<file path="src/rtl/deserializer.sv">
// Word-to-frame deserializer: gathers MAX_COUNT serial words into one parallel
// frame and holds it under a valid/ready handshake until the consumer takes it.
module deserializer #(
  parameter int DATA_WIDTH = 32,
  parameter int MAX_COUNT  = 20,
  localparam int CW        = $clog2(MAX_COUNT + 1)
) (
  input  logic                                 clk,
  input  logic                                 rst,
  input  logic                                 i_valid,
  input  logic [DATA_WIDTH-1:0]                serial_in,
  output logic                                 o_ready,
  input  logic                                 i_flush,
  output logic                                 o_valid,
  input  logic                                 i_ready,
  output logic [MAX_COUNT-1:0][DATA_WIDTH-1:0] parallel_out,
  output logic [CW-1:0]                        o_count,
  output logic                                 o_overflow
);

  typedef enum logic {FILL = 1'b0, FULL = 1'b1} state_t;

  localparam logic [CW-1:0] LAST_IDX = CW'(MAX_COUNT - 1);
  localparam logic [CW-1:0] FULL_CNT = CW'(MAX_COUNT);

  state_t          state, next_state;
  logic [CW-1:0]   count, next_count;
  logic            accept;
  logic            wr_en;
  logic [CW-1:0]   wr_idx;

  assign o_valid = (state == FULL);
  assign o_count = count;

  always_comb begin
    next_state = state;
    next_count = count;
    wr_en      = 1'b0;
    wr_idx     = '0;
    o_ready    = 1'b0;
    if (!rst) o_ready = (state == FILL) ? 1'b1 : i_ready;
    accept = i_valid && o_ready;
    case (state)
      FILL: begin
        // A flush wins over a word presented in the same cycle.
        if (i_flush) begin
          next_count = '0;
        end else if (accept) begin
          wr_en  = 1'b1;
          wr_idx = count;
          if (count == LAST_IDX) begin
            next_state = FULL;
            next_count = FULL_CNT;
          end else begin
            next_count = count + 1'b1;
          end
        end
      end
      FULL: begin
        if (i_ready) begin
          if (accept) begin
            // Consume and start the next frame in one edge; a one-word frame
            // is already complete, so it stays in FULL.
            wr_en      = 1'b1;
            wr_idx     = '0;
            next_count = CW'(1);
            next_state = (MAX_COUNT == 1) ? FULL : FILL;
          end else begin
            next_count = '0;
            next_state = FILL;
          end
        end
      end
      default: begin
        next_state = FILL;
        next_count = '0;
      end
    endcase
  end

  always_ff @(posedge clk) begin
    if (rst) begin
      state        <= FILL;
      count        <= '0;
      parallel_out <= '0;
      o_overflow   <= 1'b0;
    end else begin
      state      <= next_state;
      count      <= next_count;
      o_overflow <= i_valid && !o_ready;
      for (int i = 0; i < MAX_COUNT; i++) begin
        if (wr_en && (wr_idx == CW'(i))) parallel_out[i] <= serial_in;
      end
    end
  end

endmodule

</file>
<file path="config.mk">
export PLATFORM = sky130hd
export DESIGN_NAME = deserializer
export DESIGN_NICKNAME = d
export VERILOG_FILES = /design/src/rtl/deserializer.sv
export SDC_FILE = /design/constraint.sdc
export NUM_CORES = 1
export LEC_CHECK = 0
export CORE_AREA = 2 2 264 266
export DETAILED_ROUTE_END_ITERATION = 7
export DIE_AREA = 0 0 266 268
export DONT_BUFFER_PORTS = 1
export MAX_ROUTING_LAYER = met4
export PLACE_DENSITY = 0.54
export SLEW_MARGIN = 30
export SYNTH_ARGS = -nofsm -noshare
export SYNTH_HDL_FRONTEND = slang
export SYNTH_SLANG_ARGS = --single-unit
</file>
<file path="constraint.sdc">
create_clock -name clk -period 3 [get_ports clk]
set_input_delay 0.45 -clock clk [delete_from_list [all_inputs] [get_ports clk]]
set_output_delay 0.45 -clock clk [all_outputs]
set_load 0.005 [all_outputs]
</file>
-- Word-level counts from Yosys, hierarchy flattened
Index checks and enable logic that the tools add are counted.
- $add $sub $neg: 1
- equality and inequality tests: 22
- multiplexer cells: 20
- bitwise logic cells: 1
- reductions and logical operators: 25
- operators by type and width (cell ; count):
    5-bit by 4-bit equality test with 1-bit output, second input constant ; 8
    5-bit 2-to-1 mux ; 6
    5-bit equality test, second input constant ; 5
    1-bit logical AND ; 22
    5-bit by 3-bit equality test with 1-bit output, second input constant ; 4
    5-bit case mux with 2 select lines ; 2
    5-bit by 2-bit equality test with 1-bit output, second input constant ; 2
    1-bit 2-to-1 mux ; 10
    5-bit by 1-bit adder with 5-bit output, second input constant ; 1
    5-bit by 1-bit equality test with 1-bit output, second input constant ; 1
    5-bit zero test ; 1
    1-bit case mux with 2 select lines ; 2
    3-bit inequality test, second input constant ; 1
    2-bit inequality test, second input constant ; 1
    2-bit AND reduction ; 1
    1-bit zero test ; 1
    1-bit NOT ; 1
- flip-flop bits (word level): 647
- input bits: 37
- output and inout port bits: 648
- word-level logic and storage cells: 92

-- Depth between registers and ports, before layout
Gate-level depths: netlist of run 1.
- depth in word-level cells: 8
- mapped depth: 8
- mapped depth without buffers: 4

-- Least setup slack after synthesis of run 1
OpenSTA, ideal clock, no wires.
- path kind: input -> register
- start: input i_valid
- end: register parallel_out[449] (netlist bit)
- setup time: 0.072 ns
- arrival: 1.517 ns
- required time: 2.928 ns
- path slack: 1.412 ns
- stages: 7
- buffers on the path: 3
- path through: buf_4 -> and2b_1 -> nand3_1 -> nor3b_1 -> buf_4 -> buf_6 -> mux2i_1
- word-level cells in the longest chain between the ends: 6
- elaborated cells between the ends (all ways): 10
- those cells by class: eq/ne: 1; mux: 7; reduce/logical: 2
- ends and longest elaborated chain (what ; RTL line ; RTL):
    start, declared ; 10 ; input logic i_valid,
    1-bit logical AND (*) ; 42 ; accept = i_valid && o_ready;
    5-bit 2-to-1 mux ; 48 ; end else if (accept) begin
    5-bit 2-to-1 mux ; 46 ; if (i_flush) begin
    5-bit case mux with 2 select lines ; 43 ; case (state)
    5-bit by 4-bit equality test with 1-bit output ; 92 ; if (wr_en && (wr_idx == CW'(i))) parallel_out[i] <= serial_in;
    1-bit logical AND (*) ; 92 ;
    end signal, assigned by index ; 92 ;
    end, declared ; 16 ; output logic [MAX_COUNT-1:0][DATA_WIDTH-1:0] parallel_out,
Every way passes the cells marked *; elsewhere a longest branch is shown, timed or not.
A chain may end at the register's enable or synchronous reset.

-- Final worst setup path of run 1
- start: register count[0] (netlist: o_count[0])
- end: register parallel_out[387] (netlist bit)
- word-level cells in the longest chain between the ends: 5
- ends and longest elaborated chain (what ; RTL line ; RTL):
    start, declared ; 27 ; logic [CW-1:0] count, next_count;
    start signal, assigned ; 89 ; count <= next_count;
    5-bit 2-to-1 mux ; 48 ;
    5-bit 2-to-1 mux ; 46 ;
    5-bit case mux with 2 select lines ; 43 ;
    5-bit by 4-bit equality test with 1-bit output ; 92 ;
    1-bit logical AND ; 92 ;
Every way passes these cells.

==> results of run 1 <==
sequential cells by signal, summed over array words and instances (netlist names):
signal	cells
o_valid	1
o_overflow	1
o_count	5
parallel_out	640
layer usage:
metal | vias to the layer above | global-route usage (%)
met1 | 8843 | 26.9
li1 | 8504 | -
met5 | - | -
met3 | 182 | 9.68
met4 | 0 | 11.2
met2 | 919 | 38.5
worst reg2reg max path: cells and delay by family (launching register included):
family / cells / cell delay [ns]
and+or+nand+nor: 3 / 1.11
buffers and inverters: 2 / 0.96
DFF: 1 / 0.54
AOI/OAI and AO/OA: 1 / 0.16
report_power, final:
| group | switching [W] | internal, W |
|---|---|---|
| Clock | 0.00360 | 0.00529 |
| Sequential | 0.0000355 | 0.00862 |
| Combinational | 0.000308 | 0.000138 |
| Total | 0.00395 | 0.0141 |
layout make-up:
type	count	area (um2)	share of cell area, %
Sequential cell	647	13000	48.4
Multi-Input combinational cell	1777	9550	35.7
Clock buffer	100	2040	7.62
Tap cell	882	1100	4.13
Timing Repair Buffer	80	731	2.73
Clock inverter	22	347	1.30
Antenna cell	4	10.0	0.0374
Inverter	2	7.51	0.0281
cell usage in the layout (no fill, tap or decap), types with 5 or more instances in the layout:
master           n
nand3b_1        65
and2_1           8
bufinv_16        6
o21ai_0         67
buf_4           38
dlygate4sd3_1   29
nand3_1          6
clkinv_2         5
a21oi_1        387
nor2_1           6
nand2b_1       226
nand2_1        777
clkbuf_1        15
clkbuf_8        13
dfxtp_1        647
buf_12           6
clkbuf_16       72
buf_2            7
mux2i_1        192
cell families (layout without fill, tap and decap cells):
| kind of cell | Yosys count | count (layout) |
|---|---|---|
| xor gates and xnor gates | 1 | 1 |
| AOI/OAI and AO/OA | 461 | 461 |
| adders and majority gates | 1 | 1 |
| muxes | 192 | 192 |
| and+or+nand+nor | 1122 | 1122 |
| other | 0 | 4 |
| DFF | 647 | 647 |
| buffers and inverters | 265 | 204 |
stage by stage:
stage | setup slack (ns) | power (W) | hold WS, ns
6_report | 0.171 | 0.0180 | 0.0683
2_1_floorplan | 1.41 | 0.00916 | 0.453
5_1_grt | 0.00965 | 0.0185 | 0.0159
4_1_cts | 0.281 | 0.0182 | 0.00480
3_3_place_gp | 0.700 | 0.00907 | 0.463
3_5_place_dp | 0.583 | 0.00907 | 0.468
worst max-delay path by stage:
stage          startpoint  cells after the start                 to  slack [ns]
5_1_grt        o_count[0]                      6  parallel_out[390]        0.01
4_1_cts        o_count[0]                      6  parallel_out[390]        0.28
3_3_place_gp   o_count[0]                      4   parallel_out[60]        0.70
2_1_floorplan     i_valid                      7  parallel_out[449]        1.41
3_5_place_dp   o_count[0]                      4   parallel_out[42]        0.58
6_report       o_count[0]                      6  parallel_out[387]        0.17
==> flow_summary.json, run 1 <==
{
  "syn-num-nets": 2727,
  "n_fill_cell": 6794,
  "grt_antenna_before_repair": 8,
  "slowest_delay_ns": 0.70,
  "cts.sink_count": 647,
  "grt_pass1_vias": 17100,
  "worst_pin_slew_ns": 2.00,
  "path_class": "flip-flop to flip-flop",
  "synth_area_leaders": "dfxtp_1, nand2_1, a21oi_1, mux2i_1, nand2b_1",
  "synthMostInstantiatedCell": "nand2_1",
  "synth_area_mm2": 0.0238,
  "ys_warn_count": 0,
  "rr_worst_depth": 6,
  "p_per_area_mw_per_mm2": 673,
  "route.detailed.drc": 0,
  "synth_compound_area_share_pct": 9.80,
  "drv_slew": 224,
  "place_inst": 3348,
  "synth_xor_area_share_pct": 0.0368,
  "synth.avg_cell_area_um2": 8.85,
  "drtAntennaViolNets": 0,
  "rsz0062_at_grt": "false",
  "clockRootBuffer": "clkbuf_16",
  "place_area_mm2": 0.0239,
  "ys_seq_area_share_pct": 54.4,
  "crit_slowest_cell": "nor4_4",
  "r2r-end": "parallel_out[387]",
  "die-area_mm2": 0.0713,
  "violations": "max-slew violations",
  "drv_cap": 0,
  "synth_top_family_by_area": "simple AND/OR/NAND/NOR gates",
  "synthCells": 2689,
  "whs_endpoint": "parallel_out[594]",
  "viasPerCell": 5.25,
  "crit_path_start_kind": "flip-flop",
  "fin_util_pct": 39.2,
  "synth_edf_count": 0,
  "synthMuxAreaShare_pct": 8.07,
  "peakVddDrop_mv": 0.479,
  "synth-async-reset-ratio_pct": 0,
  "die_w_um": 266,
  "layout_worst_path_cycle_share_pct": 94.3,
  "clock_insertion_delay_worst_skew_ns": 0.61,
  "tns_ns": 0,
  "wl_per_cell_um": 25.3,
  "crit_family": "simple AND/OR/NAND/NOR gates",
  "hold_viol": 0,
  "stdcell_area_mm2": 0.0267,
  "ys_ff_latch": 647,
  "cts_tree": "yes",
  "synth_ff_type": "dfxtp_1",
  "grt_pass1_wl_mm": 123,
  "globalplace.congestion": 0.821,
  "drtIter0Drc": 1373,
  "drt-met1-wl_mm": 33.4,
  "drt-total-wl_mm": 88.8,
  "numCtsBuffers": 72,
  "grt_overflow": 0,
  "leakagePower_nw": 9.58,
  "worst-path-buf-inv": 2,
  "relSlewSlack_pct": -33.5,
  "syn2layout_area_growth_pct": 12.3,
  "wl_met2_mm": 41.5,
  "fin_worst_skew_ns": 0.0215,
  "reg2reg_from": "o_count[0]",
  "die_h_um": 268,
  "holdCritStartpoint": "rst",
  "crit_chain": "nor4_4, and4_1, buf_4, nand2_1, a21oi_1, dlygate4sd3_1",
  "grt_usage_pct": 24.3,
  "vias": 18400,
  "finalNetCount": 2618,
  "ctsResizeCount": 0,
  "final_cells": 3514,
  "dp_hpwl_mm": 57.5,
  "num_rows": 96,
  "outcome": "finished with violations",
  "synthAdderAreaFrac_pct": 0.0526,
  "r2r_slack_ns": 0.17,
  "cts_setup_buffers": 0,
  "ios": 685,
  "critPathCaptureType": "flip-flop",
  "cts_buffer_depth": 3,
  "coreArea_mm2": 0.0682,
  "period_needed_ns": 2.83,
  "drive_gt1_share_pct": 6.81,
  "max_freq_mhz": 354,
  "synth_cell_types": 41,
  "hold_depth": 2,
  "wl_met3_mm": 10.1,
  "cts_max_level": 3,
  "port_buffers": 0,
  "worstPathArrival_ns": 3.38,
  "synth_top_cell_area_share_pct": 54.4,
  "dr.pass1.iters": 6,
  "initial_utilization_pct": 34.9,
  "maxUsedRoutingLayer": "met4",
  "cts_hold_buffers": 40,
  "cp.required_ns": 3.55,
  "clk_pin_slew_worst_paths_ns": 0.06,
  "worstPathMaxFanout": 32,
  "grt_max_degree": 654,
  "synthSimpleGateAreaFrac_pct": 21.9,
  "hold_path_class": "input port to flip-flop",
  "synth.largest_area_cell": "dfxtp_1",
  "synth.top_cells.by_count": "nand2_1, dfxtp_1, a21oi_1",
  "setup_viol": 0
}
(Power assumes the default switching activity.)
==> run 2, diff against run 1 <==
--- a/config.mk
+++ b/config.mk
@@ -5,9 +5,10 @@
 export SDC_FILE = /design/constraint.sdc
 export NUM_CORES = 1
 export LEC_CHECK = 0
-export CORE_AREA = 2 2 264 266
+export CORE_ASPECT_RATIO = 0.9
+export CORE_MARGIN = 1
+export CORE_UTILIZATION = 35
 export DETAILED_ROUTE_END_ITERATION = 7
-export DIE_AREA = 0 0 266 268
 export DONT_BUFFER_PORTS = 1
 export MAX_ROUTING_LAYER = met4
 export PLACE_DENSITY = 0.54
@@ -15,3 +16,4 @@
 export SYNTH_ARGS = -nofsm -noshare
 export SYNTH_HDL_FRONTEND = slang
 export SYNTH_SLANG_ARGS = --single-unit
+export TNS_END_PERCENT = 100
==> run 2 against run 1 <==
Net effect: the run still ends with max-slew violations left; flip-flop and latch count unchanged; global-route usage increased by 1.3 points; clock skew decreased by 0.0089 ns; highest routed layer unchanged; critical path depth unchanged; sequential share of layout area increased by 0.29 points; register-to-register slack improved by 0.24 ns; clock-buffer cell count increased by 2; hold slack got worse by 0.0085 ns; maximum frequency increased by 9.2%.
==> flow_summary.json, run 2 (synthesis gave the netlist of run 1 again) <==
{
  "cp.required_ns": 3.55,
  "grt_antenna_before_repair": 10,
  "r2r_slack_ns": 0.41,
  "num_rows": 90,
  "crit_end": "parallel_out[45]",
  "cts_hold_buffers": 37,
  "holdCritStartpoint": "i_valid",
  "die_h_um": 249,
  "numCtsBuffers": 69,
  "drv_slew": 37,
  "hold_path_class": "input port to flip-flop",
  "wl_per_cell_um": 25.7,
  "layout_worst_path_cycle_share_pct": 86.3,
  "coreArea_mm2": 0.0671,
  "drtIter0Drc": 1735,
  "p_int_w": 0.0138,
  "cts_setup_buffers": 0,
  "worstPathArrival_ns": 3.14,
  "reg2reg_from": "o_count[4]",
  "grt_max_degree": 600,
  "clockPowerShare_pct": 48.8,
  "largest_reg_flops": 640,
  "die-area_mm2": 0.0691,
  "die_w_um": 277,
  "leakagePower_nw": 9.55,
  "p_per_area_mw_per_mm2": 670,
  "syn2layout_area_growth_pct": 11.7,
  "relSlewSlack_pct": -1.22,
  "switching_share_pct": 22.6,
  "grt_usage_pct": 25.6,
  "route.detailed.drc": 0,
  "clock_insertion_delay_worst_skew_ns": 0.60,
  "fin_util_pct": 39.6,
  "outcome": "finished with violations",
  "fin_ws_ns": 0.410,
  "grt_overflow": 0,
  "cts_buffer_depth": 3,
  "power_w": 0.0178,
  "rsz0062_at_grt": "false",
  "layout_common_cells": "nand2_1, dfxtp_1, a21oi_1",
  "grt_pass1_wl_mm": 127,
  "viasPerCell": 5.35,
  "finalNetCount": 2606,
  "violations": "max-slew violations",
  "hold_viol": 0,
  "ios": 685,
  "port_buffers": 0,
  "globalplace.congestion": 0.836,
  "regMostFlops": "parallel_out",
  "rr_worst_depth": 6,
  "cts_max_level": 3,
  "clockRootBuffer": "clkbuf_16",
  "drive_gt1_share_pct": 6.80,
  "pre_cts_ws_ns": 0.639,
  "dp_hpwl_mm": 57.3,
  "period_needed_ns": 2.59,
  "peakVddDrop_mv": 0.378,
  "fin_worst_skew_ns": 0.0126,
  "ctsResizeCount": 0,
  "worstPathMaxFanout": 32,
  "n_fill_cell": 6649,
  "p_comb_share_pct": 2.6,
  "r2r-end": "parallel_out[45]",
  "worst_pin_slew_ns": 1.52,
  "cp-startpoint": "o_count[4]",
  "final_cells": 3495,
  "place_inst": 3334,
  "layout.cells.most_common": "nand2_1",
  "drt-total-wl_mm": 89.7,
  "p_sw_w": 0.00402,
  "initial_utilization_pct": 35.5,
  "path_class": "flip-flop to flip-flop",
  "drv_cap": 0,
  "max_freq_mhz": 386,
  "sequentialPowerShare_pct": 48.6,
  "drtAntennaViolNets": 0,
  "clk_pin_slew_worst_paths_ns": 0.06,
  "tns_ns": 0,
  "critPathCaptureType": "flip-flop",
  "grt_pass1_vias": 17400,
  "setup_viol": 0,
  "crit_path_start_kind": "flip-flop",
  "cts.sink_count": 647,
  "vias": 18700,
  "dr.pass1.iters": 5,
  "cts_tree": "yes"
}
run 2: changes by cell type in the layout (fill, tap and decap cells not counted), sizes merged:
cell	change
clkbuf	+2
clkinvlp	-2
dlygate4sd3	-10
diode	-2
inv	+3
bufinv	-3
buf	+1
run 2: worst max-delay path: stages, from the launching register on:
cell	delay (ns)
dfxtp_1	0.50
nor4b_4	0.60
and2_1	0.20
buf_4	0.40
nand2_1	0.11
a21oi_1	0.14
dlygate4sd3_1	0.55
run 2: worst min path at each step:
stage                             end  slack, ns  cells after the start
finish                     o_count[1]       0.06                      2
global route               o_count[3]       0.03                      1
CTS                 parallel_out[385]      0.001                      1
detailed placement   parallel_out[46]       0.47                      2
global placement     parallel_out[40]       0.46                      2
floorplan           parallel_out[100]       0.45                      2
run 2: stage by stage:
stage               hold slack [ns]  cell area [um2]
finish                       0.0598            26600
global route                 0.0339            26600
CTS                         0.00109            26600
detailed placement            0.465            23900
global placement              0.460            23900
floorplan                     0.453            23800
run 2: metal layers:
| layer | up-vias | track usage (%) | routed length (um) |
|---|---|---|---|
| met5 | - | - | 0 |
| met3 | 192 | 7.28 | 7780 |
| met2 | 867 | 40.6 | 42200 |
| met4 | 0 | 8.84 | 3030 |
| met1 | 9164 | 31.1 | 36700 |
| li1 | 8461 | - | - |
run 2: final cells by class:
cell class	count	area, um2	area share (%)
antenna	2	5.00	0.0188
clock buffer	102	2040	7.68
clock inverter	20	246	0.927
inverter	2	7.51	0.0282
multi-input combinational	1777	9540	35.9
sequential	647	13000	48.7
tap	874	1090	4.11
timing repair buffer	71	696	2.62
run 2: power groups by stage:
| stage | Combinational [W] | Sequential (W) | Clock (W) |
|---|---|---|---|
| 5_1_grt | 0.000488 | 0.00865 | 0.00917 |
| 2_1_floorplan | 0.000332 | 0.00883 | 0 |
| 3_5_place_dp | 0.000225 | 0.00884 | 0 |
| 4_1_cts | 0.000478 | 0.00865 | 0.00882 |
| 6_report | 0.000472 | 0.00865 | 0.00868 |
| 3_3_place_gp | 0.000221 | 0.00884 | 0 |
==> run 3, diff against run 2 <==
--- a/config.mk
+++ b/config.mk
@@ -8,6 +8,7 @@
 export CORE_ASPECT_RATIO = 0.9
 export CORE_MARGIN = 1
 export CORE_UTILIZATION = 35
+export CTS_CLUSTER_SIZE = 8
 export DETAILED_ROUTE_END_ITERATION = 7
 export DONT_BUFFER_PORTS = 1
 export MAX_ROUTING_LAYER = met4
==> run 3 against run 2 <==
Net effect: the flow now finishes without violations; critical path depth unchanged; hold slack worse by 0.013 ns; first-iteration DRC count down 6.9%; power up 2.8%; largest cell class unchanged.
==> flow_summary.json, run 3 (synthesis gave the netlist of run 1 again) <==
{
  "drtIter0Drc": 1615,
  "clockRootBuffer": "clkbuf_16",
  "drv_cap": 0,
  "rsz0062_at_grt": "false",
  "cts_tree": "yes",
  "period_needed_ns": 2.63,
  "globalplace.congestion": 0.836,
  "fin_worst_skew_ns": 0.0200,
  "grt_overflow": 0,
  "layout.cells.most_common": "nand2_1",
  "outcome": "finished clean",
  "dp_hpwl_mm": 57.3,
  "cts.sink_count": 647,
  "grt_antenna_before_repair": 10,
  "grt_max_degree": 451,
  "regMostFlops": "parallel_out",
  "power_w": 0.0183,
  "worst_pin_slew_ns": 1.07,
  "finalNetCount": 2630,
  "grt_pass1_wl_mm": 129,
  "switching_share_pct": 22.6,
  "path_class": "flip-flop to flip-flop",
  "coreArea_mm2": 0.0671,
  "ctsResizeCount": 0,
  "clockPowerShare_pct": 49.8,
  "sequentialPowerShare_pct": 47.4,
  "vias": 18700,
  "p_comb_share_pct": 2.8,
  "cts_max_level": 3,
  "largest_reg_flops": 640,
  "crit_slowest_cell": "nor4_4",
  "drt-total-wl_mm": 90.9,
  "critPathCaptureType": "flip-flop",
  "syn2layout_area_growth_pct": 12.3,
  "n_fill_cell": 6627,
  "route.detailed.drc": 0,
  "grt_usage_pct": 26.0,
  "cts_setup_buffers": 0,
  "ios": 685,
  "clk_pin_slew_worst_paths_ns": 0.05,
  "drive_gt1_share_pct": 6.69,
  "cts_buffer_depth": 3,
  "peakVddDrop_mv": 0.350,
  "crit_path_start_kind": "flip-flop",
  "viasPerCell": 5.38,
  "port_buffers": 0,
  "numCtsBuffers": 91,
  "dr.pass1.iters": 6,
  "initial_utilization_pct": 35.5,
  "cp.required_ns": 3.57,
  "relSlewSlack_pct": 28.6,
  "wl_per_cell_um": 26.1,
  "worstPathMaxFanout": 32,
  "multi_input_area_mm2": 0.00954,
  "slowest_delay_ns": 0.57,
  "hold_viol": 0,
  "p_int_w": 0.0142,
  "tns_ns": 0,
  "regArea_mm2": 0.0130,
  "clock_insertion_delay_worst_skew_ns": 0.63,
  "layout_common_cells": "nand2_1, dfxtp_1, a21oi_1",
  "drv_slew": 0,
  "p_sw_w": 0.00414,
  "worstPathArrival_ns": 3.19,
  "die-area_mm2": 0.0691,
  "num_rows": 90,
  "hold_path_class": "input port to flip-flop",
  "leakagePower_nw": 9.61,
  "crit_chain": "nor4_4, and4_1, buf_4, nand2_1, a21oi_1, dlygate4sd3_1",
  "grt_pass1_vias": 17800,
  "max_freq_mhz": 381,
  "die_h_um": 249,
  "cts_hold_buffers": 39,
  "drtAntennaViolNets": 0,
  "r2r_slack_ns": 0.37,
  "die_w_um": 277,
  "setup_viol": 0,
  "layout_worst_path_cycle_share_pct": 87.5,
  "p_per_area_mw_per_mm2": 685
}
run 3: cell count changes in the layout (fill, tap and decap cells not counted), sizes merged:
cell / before / now
diode: 2 / 5
bufinv: 3 / 0
clkinv: 11 / 4
inv: 8 / 6
buf: 52 / 54
dlygate4sd3: 19 / 18
clkbuf: 102 / 94
run 3: area by class of cell:
| type | instances | share of cell area (%) |
|---|---|---|
| diodes | 5 | 0.0468 |
| clock buffers | 93 | 8.58 |
| clock inverters | 8 | 0.477 |
| inverters | 2 | 0.0281 |
| multi-input cells | 1777 | 35.7 |
| flip-flops and latches | 647 | 48.5 |
| well taps | 874 | 4.09 |
| repair buffers | 73 | 2.65 |
run 3: per-layer routing:
metal	wire [um]	vias up	track usage, %
li1	-	8475	-
met1	37200	9149	31.1
met2	42600	904	40.9
met3	7740	206	7.84
met4	3340	0	10.3
met5	0	-	-
run 3: worst paths after layout:
| path | end | from | depth (start not counted) |
|---|---|---|---|
| setup reg to reg | parallel_out[404] | o_valid | 6 |
| hold reg to reg | parallel_out[46] | parallel_out[46] | 2 |
| hold / removal | parallel_out[544] | rst | 2 |
| setup / recovery | parallel_out[404] | o_valid | 6 |
run 3: stage by stage:
stage / std cells / hold WS [ns] / util [%] / setup WS [ns] / cell area (um2)
after floorplan: 2689 / 0.453 / - / 1.41 / 23800
after global placement: 3334 / 0.460 / 35.6 / 0.707 / 23900
after detailed placement: 3334 / 0.465 / 35.6 / 0.639 / 23900
after CTS: 3474 / 0.0000486 / 39.9 / 0.351 / 26800
after global routing: 3478 / 0.0126 / 39.8 / 0.184 / 26700
final: 3479 / 0.0467 / 39.8 / 0.375 / 26700
run 3: critical path, delay by kind of cell, from the launching register on:
family                 cells  cell delay (ns)
DFF                        1             0.56
AOI/OAI and AO/OA          1             0.12
buffers and inverters      2             0.89
and+or+nand+nor            3             0.94
run 3: power by group through the flow:
stage / Combinational (W) / Clock [W] / Sequential, W
2_1_floorplan: 0.000332 / 0 / 0.00883
3_3_place_gp: 0.000221 / 0 / 0.00884
3_5_place_dp: 0.000225 / 0 / 0.00884
4_1_cts: 0.000519 / 0.00927 / 0.00867
5_1_grt: 0.000529 / 0.00963 / 0.00866
6_report: 0.000510 / 0.00912 / 0.00867
